**src/rtl/apb_bridge_pkg.sv**
```systemverilog
// -----------------------------------------------------------------------------
// apb_bridge_pkg
// Shared definitions for the FIFO-fed APB requester:
//   - apb_state_e : requester FSM states
//   - apb_req_t   : request FIFO entry {write, addr, wdata, strb, prot}
//   - apb_resp_t  : response FIFO entry {write, slverr, rdata}
//   - REQ_W / RESP_W for the default 32-bit address/data configuration
//   - req_width()/resp_width() to size the FIFO ports of other configurations
// -----------------------------------------------------------------------------
package apb_bridge_pkg;

   localparam int ADDR_W_DEF  = 32;
   localparam int DATA_W_DEF  = 32;
   localparam int PROT_W      = 3;
   localparam int TIMEOUT_DEF = 16;

   typedef enum logic [1:0] {
      ST_IDLE   = 2'd0,
      ST_SETUP  = 2'd1,
      ST_ACCESS = 2'd2,
      ST_RESP   = 2'd3
   } apb_state_e;

   typedef struct packed {
      logic                      write;
      logic [ADDR_W_DEF-1:0]     addr;
      logic [DATA_W_DEF-1:0]     wdata;
      logic [DATA_W_DEF/8-1:0]   strb;
      logic [PROT_W-1:0]         prot;
   } apb_req_t;

   typedef struct packed {
      logic                      write;
      logic                      slverr;
      logic [DATA_W_DEF-1:0]     rdata;
   } apb_resp_t;

   localparam int REQ_W  = $bits(apb_req_t);
   localparam int RESP_W = $bits(apb_resp_t);

   // Request entry width for an arbitrary address/data configuration.
   function automatic int req_width(input int aw, input int dw);
      return 1 + aw + dw + (dw / 8) + PROT_W;
   endfunction

   // Response entry width for an arbitrary data configuration.
   function automatic int resp_width(input int dw);
      return 2 + dw;
   endfunction

endpackage

```
**src/rtl/apb_timeout_cnt.sv**
```systemverilog
// -----------------------------------------------------------------------------
// apb_timeout_cnt
// Counts ACCESS cycles in which the completer has not yet answered.
// Ports:
//   clk     in  rising-edge clock
//   rst     in  synchronous active-high reset
//   clear   in  return count to zero (has priority over enable)
//   enable  in  one more waited ACCESS cycle
//   expired out high in the waited cycle whose count step reaches TIMEOUT-1;
//               the requester aborts on that edge, so a transfer that never
//               sees pready spends exactly TIMEOUT-1 cycles in ACCESS
// -----------------------------------------------------------------------------
module apb_timeout_cnt
   import apb_bridge_pkg::*;
#(
   parameter int TIMEOUT = TIMEOUT_DEF
) (
   input  logic clk,
   input  logic rst,
   input  logic clear,
   input  logic enable,
   output logic expired
);

   localparam logic [7:0] LAST_WAIT = 8'(TIMEOUT - 2);

   logic [7:0] cnt_q;
   logic [7:0] cnt_d;

   // next count: clear wins, otherwise step on every waited cycle
   always_comb begin
      cnt_d = cnt_q;
      if (clear) begin
         cnt_d = 8'd0;
      end else if (enable) begin
         cnt_d = cnt_q + 8'd1;
      end else begin
         cnt_d = cnt_q;
      end
   end

   // count register
   always_ff @(posedge clk) begin
      if (rst) begin
         cnt_q <= 8'd0;
      end else begin
         cnt_q <= cnt_d;
      end
   end

   assign expired = enable & (cnt_q == LAST_WAIT);

endmodule

```
**src/rtl/apb_req_master.sv**
```systemverilog
// -----------------------------------------------------------------------------
// apb_req_master
// Pops requests from a request FIFO, runs each as one APB transfer and pushes
// one response per request into a response FIFO, strictly in order.
// Ports:
//   clk, rst                     clock, synchronous active-high reset
//   req_empty, req_data, req_rd  request FIFO head / pop strobe
//   resp_full, resp_wr, resp_data response FIFO push side {write,slverr,rdata}
//   psel, penable, pwrite, paddr, pwdata, pstrb, pprot   APB requester outputs
//   pready, pslverr, prdata      APB completer response
// Transfers abort with slverr=1, rdata=0 after TIMEOUT-1 unanswered ACCESS
// cycles.
// -----------------------------------------------------------------------------
module apb_req_master
   import apb_bridge_pkg::*;
#(
   parameter  int ADDR_WIDTH = ADDR_W_DEF,
   parameter  int DATA_WIDTH = DATA_W_DEF,
   parameter  int TIMEOUT    = TIMEOUT_DEF,
   localparam int STRB_W     = DATA_WIDTH / 8,
   localparam int REQ_WL     = req_width(ADDR_WIDTH, DATA_WIDTH),
   localparam int RESP_WL    = resp_width(DATA_WIDTH)
) (
   input  logic                  clk,
   input  logic                  rst,
   input  logic                  req_empty,
   input  logic [REQ_WL-1:0]     req_data,
   output logic                  req_rd,
   input  logic                  resp_full,
   output logic                  resp_wr,
   output logic [RESP_WL-1:0]    resp_data,
   output logic                  psel,
   output logic                  penable,
   output logic                  pwrite,
   output logic [ADDR_WIDTH-1:0] paddr,
   output logic [DATA_WIDTH-1:0] pwdata,
   output logic [STRB_W-1:0]     pstrb,
   output logic [PROT_W-1:0]     pprot,
   input  logic                  pready,
   input  logic                  pslverr,
   input  logic [DATA_WIDTH-1:0] prdata
);

   // request entry field positions, prot in the LSBs, write in the MSB
   localparam int PROT_LSB  = 0;
   localparam int STRB_LSB  = PROT_LSB + PROT_W;
   localparam int WDATA_LSB = STRB_LSB + STRB_W;
   localparam int ADDR_LSB  = WDATA_LSB + DATA_WIDTH;
   localparam int WRITE_BIT = ADDR_LSB + ADDR_WIDTH;

   apb_state_e            state_q, state_d;
   logic                  pwrite_q, pwrite_d;
   logic [ADDR_WIDTH-1:0] paddr_q, paddr_d;
   logic [DATA_WIDTH-1:0] pwdata_q, pwdata_d;
   logic [STRB_W-1:0]     pstrb_q, pstrb_d;
   logic [PROT_W-1:0]     pprot_q, pprot_d;
   logic                  slverr_q, slverr_d;
   logic [DATA_WIDTH-1:0] rdata_q, rdata_d;

   logic                  in_access;
   logic                  tmo_clear;
   logic                  tmo_enable;
   logic                  tmo_expired;

   // pready and friends only matter while in ACCESS
   assign in_access  = (state_q == ST_ACCESS);
   assign tmo_enable = in_access & ~pready;
   assign tmo_clear  = ~in_access | pready;

   apb_timeout_cnt #(
      .TIMEOUT (TIMEOUT)
   ) u_timeout (
      .clk     (clk),
      .rst     (rst),
      .clear   (tmo_clear),
      .enable  (tmo_enable),
      .expired (tmo_expired)
   );

   // state register
   always_ff @(posedge clk) begin
      if (rst) begin
         state_q <= ST_IDLE;
      end else begin
         state_q <= state_d;
      end
   end

   // next-state logic
   always_comb begin
      state_d = state_q;
      case (state_q)
         ST_IDLE:   state_d = req_empty ? ST_IDLE : ST_SETUP;
         ST_SETUP:  state_d = ST_ACCESS;
         ST_ACCESS: state_d = (pready | tmo_expired) ? ST_RESP : ST_ACCESS;
         ST_RESP:   state_d = resp_full ? ST_RESP : ST_IDLE;
         default:   state_d = ST_IDLE;
      endcase
   end

   // FSM outputs; FIFO strobes are gated by rst so nothing moves during reset
   always_comb begin
      psel    = 1'b0;
      penable = 1'b0;
      req_rd  = 1'b0;
      resp_wr = 1'b0;
      case (state_q)
         ST_IDLE:   req_rd  = ~rst & ~req_empty;
         ST_SETUP:  psel    = 1'b1;
         ST_ACCESS: begin
            psel    = 1'b1;
            penable = 1'b1;
         end
         ST_RESP:   resp_wr = ~rst & ~resp_full;
         default: begin
            psel    = 1'b0;
            penable = 1'b0;
            req_rd  = 1'b0;
            resp_wr = 1'b0;
         end
      endcase
   end

   // request latch on pop, response capture on completion or abort
   always_comb begin
      pwrite_d = pwrite_q;
      paddr_d  = paddr_q;
      pwdata_d = pwdata_q;
      pstrb_d  = pstrb_q;
      pprot_d  = pprot_q;
      slverr_d = slverr_q;
      rdata_d  = rdata_q;
      if (req_rd) begin
         pwrite_d = req_data[WRITE_BIT];
         paddr_d  = req_data[ADDR_LSB +: ADDR_WIDTH];
         pwdata_d = req_data[WDATA_LSB +: DATA_WIDTH];
         // reads never carry strobes
         pstrb_d  = req_data[WRITE_BIT] ? req_data[STRB_LSB +: STRB_W] : {STRB_W{1'b0}};
         pprot_d  = req_data[PROT_LSB +: PROT_W];
      end else begin
         pwrite_d = pwrite_q;
      end
      if (in_access & pready) begin
         slverr_d = pslverr;
         rdata_d  = pwrite_q ? {DATA_WIDTH{1'b0}} : prdata;
      end else if (tmo_expired) begin
         slverr_d = 1'b1;
         rdata_d  = {DATA_WIDTH{1'b0}};
      end else begin
         slverr_d = slverr_q;
      end
   end

   // request and response registers
   always_ff @(posedge clk) begin
      if (rst) begin
         pwrite_q <= 1'b0;
         paddr_q  <= {ADDR_WIDTH{1'b0}};
         pwdata_q <= {DATA_WIDTH{1'b0}};
         pstrb_q  <= {STRB_W{1'b0}};
         pprot_q  <= {PROT_W{1'b0}};
         slverr_q <= 1'b0;
         rdata_q  <= {DATA_WIDTH{1'b0}};
      end else begin
         pwrite_q <= pwrite_d;
         paddr_q  <= paddr_d;
         pwdata_q <= pwdata_d;
         pstrb_q  <= pstrb_d;
         pprot_q  <= pprot_d;
         slverr_q <= slverr_d;
         rdata_q  <= rdata_d;
      end
   end

   assign pwrite    = pwrite_q;
   assign paddr     = paddr_q;
   assign pwdata    = pwdata_q;
   assign pstrb     = pstrb_q;
   assign pprot     = pprot_q;
   assign resp_data = {pwrite_q, slverr_q, rdata_q};

endmodule

```
**config.mk**
```make
export PLATFORM = sky130hd
export DESIGN_NAME = apb_req_master
export DESIGN_NICKNAME = d
export VERILOG_FILES = /design/src/rtl/apb_bridge_pkg.sv /design/src/rtl/apb_timeout_cnt.sv /design/src/rtl/apb_req_master.sv
export SDC_FILE = /design/constraint.sdc
export NUM_CORES = 1
export LEC_CHECK = 0
export ABC_AREA = 1
export BUFFER_PORTS_ARGS = -buffer_cell sky130_fd_sc_hd__buf_2
export CAP_MARGIN = 10
export CORE_ASPECT_RATIO = 0.5
export CORE_MARGIN = 4
export CORE_UTILIZATION = 30
export CTS_CLUSTER_DIAMETER = 80
export DETAILED_ROUTE_END_ITERATION = 8
export GPL_TIMING_DRIVEN = 0
export PLACE_DENSITY_LB_ADDON = 0.08
export SLEW_MARGIN = 20
export SYNTH_ARGS = -nofsm -noshare
export SYNTH_HDL_FRONTEND = slang
export SYNTH_SLANG_ARGS = --single-unit
```
**constraint.sdc**
```tcl
create_clock -name clk -period 1.5 [get_ports clk]
set_input_delay 0.225 -clock clk [delete_from_list [all_inputs] [get_ports clk]]
set_output_delay 0.225 -clock clk [all_outputs]
set_load 0.01 [all_outputs]
```
## After elaboration in Yosys (flattened, before gate mapping)

Index checks and enable logic that the tools add are counted.
Widths: inputs -> output; s select.

- Word-level logic and storage cells: 44
- Register bits after elaboration: 115
- Output and inout bits: 110

- Equal/unequal tests: 4
- Bitwise logic cells: 12
- Reductions and logical operators: 4
- Muxes and demuxes: 14
- Add/sub/neg operators: 1

Operator list:

| operator | number |
|---|---|
| $mux 32 | 3 |
| $add 8x1->8 const B | 1 |
| $eq 8x4->1 const B | 1 |
| $mux 1 | 8 |
| $pmux 2 s4 | 1 |
| $and 1x1->1 | 5 |
| $not 1->1 | 5 |
| $eq 2x2->1 const B | 2 |
| $mux 4 | 1 |
| $reduce_or 2->1 | 2 |
| $eq 2x1->1 const B | 1 |
| $logic_not 2->1 | 1 |
| $mux 2 | 1 |
| $or 1x1->1 | 2 |
| $reduce_bool 2->1 | 1 |

## Logic depth before layout (Yosys ltp)

Gate-level depths: netlist of the first run.

- Depth after elaboration: 6
- Gate-level depth with buffers: 10
- Depth with buffers taken out: 10

## By module

Synthesis of the first run repeated with hierarchy kept, for this count alone.

- Cells, all modules: 608
- Area, all modules: 4,466.8 um^2

Modules (own cells, without submodules):

| module | cells an instance | instances | seq. area each (um^2) | area each (um^2) |
|---|---|---|---|---|
| apb_req_master | 551 | 1 | 2,142.1 | 4,055.1 |
| apb_timeout_cnt | 57 | 1 | 160.2 | 411.6 |

## Worst setup path before layout of the first run

Ideal clock, no wire load.

- Path kind: flip-flop to flip-flop
- Start point: register state_q[1]
- End point: register rdata_q[10]
- Buffers on the path: 1
- Slack: 108 ps
- Setup time: 132 ps
- Stages on the path, launching flop included: 8
- Data required time: 1,368 ps
- Data arrival time: 1,260 ps
- Cell sequence: dfxtp_1 > ha_1 > nand2_1 > nor2_1 > nand2_2 > buf_6 > nand3_1 > a21oi_1

- Word-level cells in the longest chain between the ends: 4

Ends and longest elaborated chain:

| item | RTL line | text |
|---|---|---|
| start: declaration | apb_req_master.sv:51 | `apb_state_e state_q, state_d;` |
| start signal: assignment | apb_req_master.sv:85 | `state_q <= state_d;` |
| $eq 2x2->1 * | apb_req_master.sv:66 | `assign in_access = (state_q == ST_ACCESS);` |
| $and 1x1->1 | apb_req_master.sv:67 | `assign tmo_enable = in_access & ~pready;` |
| $and 1x1->1 | apb_timeout_cnt.sv:51 | `assign expired = enable & (cnt_q == LAST_WAIT);` |
| $reduce_bool 2->1 (no source line) | - |  |
| end signal: assignment | apb_req_master.sv:163 | `rdata_q <= {DATA_WIDTH{1'b0}};` |
| end signal: assignment | apb_req_master.sv:171 | `rdata_q <= rdata_d;` |
| end: declaration | apb_req_master.sv:58 | `logic [DATA_WIDTH-1:0] rdata_q, rdata_d;` |

Mark *: on every way between the ends. The rest lies on a longest branch, timed or not.
A chain may end at the register's enable or synchronous reset.

## Worst setup path in the final report of the first run

- Start point: register state_q[1]
- End point: output req_rd

- Word-level cells in the longest chain between the ends: 2

Ends and longest elaborated chain:

| item | RTL line | text |
|---|---|---|
| $logic_not 2->1 | apb_req_master.sv:107 | `case (state_q)` |
| $mux 1 | apb_req_master.sv:107 |  |
| end: declaration | apb_req_master.sv:28 | `output logic req_rd,` |

No other way between the ends.

==> summary.md, run 1 <==
| Metric | Value |
|---|---|
| Cell taking the most area after synthesis | dfxtp_1 |
| Port-buffer cells | about 220 |
| Reg clk slew, reported paths | 0.06 ns |
| Synthesized area per cell | 7.837 um2 |
| Actual slew at the worst max-slew pin | around 0.47 ns |
| Clock Skews | between 0.007 and 0.008 ns |
| Global route overflow | 0 |
| Leak | 2.978 nW |
| Comb pwr share | 10.8% |
| P per Cell Area | 1327 nW/um2 |
| Site Rows | 30 |
| Worst path cell trace | inv_2 -> ha_4 -> inv_4 -> nor2_4 -> nand2_2 -> inv_4 -> buf_6 -> buf_6 |
| Most frequent cells in the layout | 220 x buf_2, 127 x nand2_1, 113 x dfxtp_1 |
| Sequential share of power | 39.1% |
| DR vias/cell | 4.138 |
| Drt total wl | 12350 um |
| Failing checks | negative setup slack |
| Ys Warns | 0 |
| Pin count of the biggest net entering global routing | 17 |
| TNS Setup | -0.1201 ns |
| Initial antenna violation count | 0 |
| First-pass detailed-route iteration total | 4 |
| Detail Placement HPWL | 8902 um |
| GP Congestion | 0.7350 |
| Setup ws final | -0.1125 ns |
| Core ar. | approximately 14000 um2 |
| GRT Overall Usage | 15.04% |
| Vias in the first global route | between 3000 and 4000 |
| Full die area | 16160 um2 |
| # DRC | 0 |
| Wirelength per Cell | around 12 um |
| Max stage delay on crit path | 0.35 ns |
| Area taken by multi-input logic gates | around 1500 um2 |
| Max clock buf depth | 2 |
| Clock buffer count from CTS | 17 |
| Cells after synthesis | around 540 |
| Max Cap Violations | 0 |
| Initial DRC count | 122 |
| Pint | 0.006388 W |
| Worst EP required | 1.27 ns |
| Routed Antenna Nets | 0 |
| Share of cells above drive strength 1 | 37.92% |
| Netlist cell types | 24 |
| Max Fclk | 620.2 MHz |
| Clock share of power | 50.1% |
| Worst VDD drop | 0.0006239 V |
| Antenna diode count | 0 |
| Boundary Pins | 220 |
| Die height | a little over 90 um |
| Psw | 0.002112 W |
| Outcome | finished with violations |
| Seq/Total Area, Yosys | 54.50% |
| Period utilization | 107.5% |
| CTS tree | yes |
| Syn Nets | about 650 |
| Relative slew slack | 68.82% |
| Min Tclk post-route | between 1.5 and 2 ns |
| Root Driver | clkbuf_16 |
| First-pass GRT wire length | 19620 um |
| Worst Hold Class | in2reg |
| Arrival @ worst endpoint | 1.39 ns |
| Final Hold Fails | 0 |
| Max H-tree Level | 4 |
| RSZ-0062 raised after global routing | yes |
| Clock Sinks | 115 |
| Max Slew Vio Count | 0 |
| Total area of sequential cells | 2305 um2 |
| Initial Utilization | 30.92% |
| #FFs+latches synth | 115 |
| Hold WS | 0.01284 ns |
| Top cells by area, synth | dfxtp_1 55%, nand2_1 11%, inv_1 7.6%, o21ai_0 7.1%, nand3_1 4.3% |
| Mapped Area | 4224 um2 |
| Fillers | approximately 1400 |
| Layout area overhead | 51.66% |
| CP Launch Type | flop |
| Worst Path Max Fanout | 3 |
| Final setup viols | 2 |
| Critical path's slowest cell | dfxtp_2 |
| Die X | roughly 180 um |
| Worst skew pair latency | 0.40 ns |
| Top cell type's share of synthesized area | 54.50% |
| Commonest non-fill, non-tap cell in the layout | buf_2 |
| Setup CP Type | reg2out |
| Final net count | 901 |
| Sw Ratio | 24.85% |
| Critical Path End Type | output pin |
| Via count | 4101 |
sequential cells by signal (all words and copies together), names as in the netlist:
register / flops
pwdata: 32
u_timeout.cnt_q: 8
pprot: 3
paddr: 32
pstrb: 4
slverr_q: 1
rdata_q: 32
state_q: 2
pwrite: 1
path summary, 6_finish.rpt:
kind / start / to / slack [ns] / depth (start not counted)
min: req_data[15] / pwdata[8]$_SDFFE_PP0P_ / 0.01 / 3
min reg2reg: paddr[8]$_SDFFE_PP0P_ / paddr[8]$_SDFFE_PP0P_ / 0.45 / 2
max reg2reg: state_q[0]$_SDFF_PP0_ / rdata_q[7]$_SDFFE_PP0P_ / 0.03 / 8
max: state_q[1]$_SDFF_PP0_ / req_rd / -0.11 / 8
cells by family (layout without fill, tap and decap cells):
family	Yosys count	in the layout	synth area share (%)
AO/OA/AOI/OAI	114	114	13.71
buffers and inverters	117	377	11.94
flip-flops	115	115	54.50
adder cells (fa/ha/maj)	5	5	1.481
AND/OR/NAND/NOR	187	187	18.16
XOR/XNOR	1	1	0.2074
per-layer routing:
layer	vias to the layer above	share of wire, %	GRT usage, %	wire (um)
met4	0	1.0	5.253	126
li1	2175	-	-	-
met5	-	0	0	0
met1	1804	44	17.97	5440
met3	11	7.8	5.560	962
met2	111	47	25.04	5819
power by group through the flow:
stage | Sequential (W) | Combinational [W] | Clock, W
floorplan | 0.00347 | 0.000315 | 0
global placement | 0.00339 | 0.000828 | 0
detailed placement | 0.00339 | 0.000833 | 0
CTS | 0.00333 | 0.000889 | 0.00434
global route | 0.00335 | 0.00103 | 0.00451
finish | 0.00333 | 0.000917 | 0.00426
final cells by class:
class / count / area share (%)
clock buffers: 19 / 7.070
plain buffers: 29 / 3.633
repair buffers: 228 / 18.81
well taps: 192 / 3.750
multi-input cells: 307 / 22.83
clock inverters: 13 / 2.695
flip-flops and latches: 115 / 35.98
inverters: 88 / 5.234
critical path: cells and delay by family (launching register included):
| family | cells | cell delay [ns] |
|---|---|---|
| buffers and inverters | 5 | 0.37 |
| DFF | 1 | 0.35 |
| adders and majority gates | 1 | 0.16 |
| and+or+nand+nor | 2 | 0.11 |
stage by stage:
stage | setup slack, ns | area, um2 | std cells | utilization (%) | power (W)
floorplan | 0.1081 | 4224 | 539 | - | 0.003787
global placement | -0.1646 | 5555 | 949 | 40.66 | 0.004216
detailed placement | -0.2760 | 5555 | 949 | 40.66 | 0.004222
CTS | -0.1521 | 6306 | 988 | 46.15 | 0.008553
global route | -0.1717 | 6406 | 991 | 46.89 | 0.008890
finish | -0.1125 | 6406 | 991 | 46.89 | 0.008501
cell usage after synthesis (all sizes together):
cell type and instances:
nor2 20, clkbuf 10, ha 5, o22ai 1, dfxtp 115, nand2 130, o21a 1, a31oi 1
a21oi 35, inv 88, nand4 1, xnor2 1, o21ai 76, buf 19, nand3 36
what timing repair did:
| action | in CTS | in global routing |
|---|---|---|
| pin swaps | 4 | 5 |
| resized for setup | 29 | 26 |
| setup endpoints to repair | 103 | 90 |
| endpoints found under the hold margin | 1 | 0 |
| hold buffers | 1 | 0 |
| buffers inserted | 6 | 3 |
| cloned | 0 | 1 |
No activity file was read; power rests on OpenSTA's default activity.
==> run 2, diff against run 1 <==
--- a/config.mk
+++ b/config.mk
@@ -15,6 +15,7 @@
 export DETAILED_ROUTE_END_ITERATION = 8
 export GPL_TIMING_DRIVEN = 0
 export PLACE_DENSITY_LB_ADDON = 0.08
+export REMOVE_ABC_BUFFERS = 1
 export SLEW_MARGIN = 20
 export SYNTH_ARGS = -nofsm -noshare
 export SYNTH_HDL_FRONTEND = slang
==> run 2 against run 1 <==
Compared with the run above: sequential power about the same; the flow still finishes with violations (negative setup slack); via count decreased by 0.61%; clock power about the same; register-to-register slack worse by 0.05 ns; setup slack improved by 0.0040 ns; final cell count is 1.9% lower.
==> summary.md, run 2 (synthesis results as in run 1) <==
| Metric | Value |
|---|---|
| Hold Buf Count CTS | 0 |
| Layout Cells excl Fill | around 970 |
| Leak | just under 3 nW |
| Sw Ratio | 24.27% |
| CTS tree | yes |
| Commonest non-fill, non-tap cell in the layout | buf_2 |
| Period utilization | 107.2% |
| Actual slew at the worst max-slew pin | 0.6226 ns |
| R2R Setup Slk | -0.02 ns |
| Worst Reg-to-Reg Cells | 6 |
| Final setup viols | 16 |
| Initial Utilization | 30.92% |
| Routed Antenna Nets | 0 |
| Max Slew Vio Count | 0 |
| Max clock buf depth | 2 |
| Sequential share of power | about two fifths |
| Detail Placement HPWL | just over 8000 um |
| Global route overflow | 0 |
| First-pass detailed-route iteration total | 4 |
| Clock buffer count from CTS | 17 |
| TNS Setup | -0.2368 ns |
| Pint | around 0.0065 W |
| Final net count | 882 |
| Reg clk slew, reported paths | 0.06 ns |
| Outcome | finished with violations |
| Hold WS | 0.02101 ns |
| Arrival @ worst endpoint | between 1 and 1.5 ns |
| Area taken by multi-input logic gates | 1536 um2 |
| Failing checks | negative setup slack |
| Final Hold Fails | 0 |
| Worst EP required | 1.27 ns |
| Full die area | 16160 um2 |
| Die height | 91.91 um |
| Vias in the first global route | 3921 |
| Psw | 0.002078 W |
| Hold Crit Depth | 3 |
| Comb pwr share | 11.0% |
| Critical Path End Type | output pin |
| Boundary Pins | 220 |
| Site Rows | 30 |
| Relative slew slack | 58.48% |
| Layout area overhead | 50.92% |
| Most frequent cells in the layout | 217 x buf_2, 126 x nand2_1, 113 x dfxtp_1 |
| Wirelength per Cell | around 14 um |
| Worst Path Max Fanout | 5 |
| CP Launch Type | flop |
| Pre-CTS setup slack | -0.8295 ns |
| Min Tclk post-route | 1.609 ns |
| Min-Delay Startpoint | req_data[43] |
| Initial DRC count | 98 |
| Clock Skews | 0.008018 ns |
| Max Fclk | 621.7 MHz |
| R2R Path Start | state_q[1]$_SDFF_PP0_ |
| Worst VDD drop | 0.0005882 V |
| Port-buffer cells | ~220 |
| Share of cells above drive strength 1 | 37.05% |
| Root Driver | clkbuf_16 |
| Max Cap Violations | 0 |
| GRT Overall Usage | between 10% and 20% |
| Pin count of the biggest net entering global routing | 38 |
| Max H-tree Level | 4 |
| RR Endpoint | pstrb[0]$_SDFFE_PP0P_ |
| Worst Hold Class | in2reg |
| Setup ws final | -0.1085 ns |
| P per Cell Area | 1343 nW/um2 |
| # placed instances | 923 |
| Drt total wl | 13410 um |
| Clock share of power | 50.1% |
| GP Congestion | around 0.73 |
| Fillers | 1448 |
| # DRC | 0 |
| Setup CP Type | reg2out |
| Fin util | ~47% |
| Total area of sequential cells | 2307 um2 |
| Antenna diode count | 0 |
| Die X | 175.8 um |
| DR vias/cell | 4.193 |
| Initial antenna violation count | 0 |
| Worst skew pair latency | ~0.4 ns |
| First-pass GRT wire length | 20680 um |
| RSZ-0062 raised after global routing | yes |
| Core ar. | 13660 um2 |
| Clock Sinks | ~120 |
| Min-Delay Endpoint | paddr[4]$_SDFFE_PP0P_ |
| Via count | 4076 |
## run 2: worst max path at each step
stage                          startpoint  cells after the start                        to
finish              state_q[1]$_SDFF_PP0_                      7                    req_rd
global route        state_q[1]$_SDFF_PP0_                      7                    req_rd
CTS                 state_q[1]$_SDFF_PP0_                      7                    req_rd
detailed placement  state_q[0]$_SDFF_PP0_                      6  rdata_q[21]$_SDFFE_PP0P_
global placement    state_q[0]$_SDFF_PP0_                      5    paddr[20]$_SDFFE_PP0P_
floorplan           state_q[0]$_SDFF_PP0_                      5     paddr[0]$_SDFFE_PP0P_
## run 2: power groups by stage
stage	clock network [W]	logic (W)	registers [W]
4_1_cts	0.00438	0.000938	0.00333
5_1_grt	0.00453	0.00106	0.00335
2_1_floorplan	0	0.000263	0.00347
6_report	0.00429	0.000945	0.00333
3_5_place_dp	0	0.000824	0.00338
3_3_place_gp	0	0.000789	0.00338
## run 2: repair_timing
item / in CTS / in global routing
setup endpoints to repair: 108 / 108
setup buffers: 10 / 2
gates resized for setup: 24 / 12
cloned: 5 / 1
pin swaps: 6 / 3
## run 2: layout make-up
| type | count | share of cell area, % |
|---|---|---|
| flip-flops and latches | 115 | 36.19 |
| multi-input cells | 310 | 24.10 |
| repair buffers | 232 | 20.08 |
| clock buffers | 20 | 7.007 |
| inverters | 88 | 5.456 |
| well taps | 192 | 3.768 |
| clock inverters | 12 | 2.826 |
| repair inverters | 3 | 0.5692 |
## run 2: worst max-delay path, cell delays in order (launching register included)
cell and delay [ns]:
dfxtp_4 0.36, inv_4 0.06, ha_4 0.14, inv_4 0.05, nor2_4 0.12, nand2_4 0.09, inv_12 0.07, buf_6 0.09
## run 2: through the flow
| stage | cell area, um2 | total power [W] |
|---|---|---|
| 2_1_floorplan | 4050 | 0.003737 |
| 3_3_place_gp | 5386 | 0.004170 |
| 3_5_place_dp | 5451 | 0.004207 |
| 4_1_cts | 6310 | 0.008646 |
| 5_1_grt | 6375 | 0.008941 |
| 6_report | 6375 | 0.008562 |
## run 2: metal layers
metal / vias to the layer above / GRT usage, % / wire [um]
met5: - / 0 / 0
met4: 0 / 4.994 / 144
met3: 14 / 5.807 / 954
met2: 109 / 27.54 / 6488
met1: 1801 / 19.29 / 5826
li1: 2152 / - / -
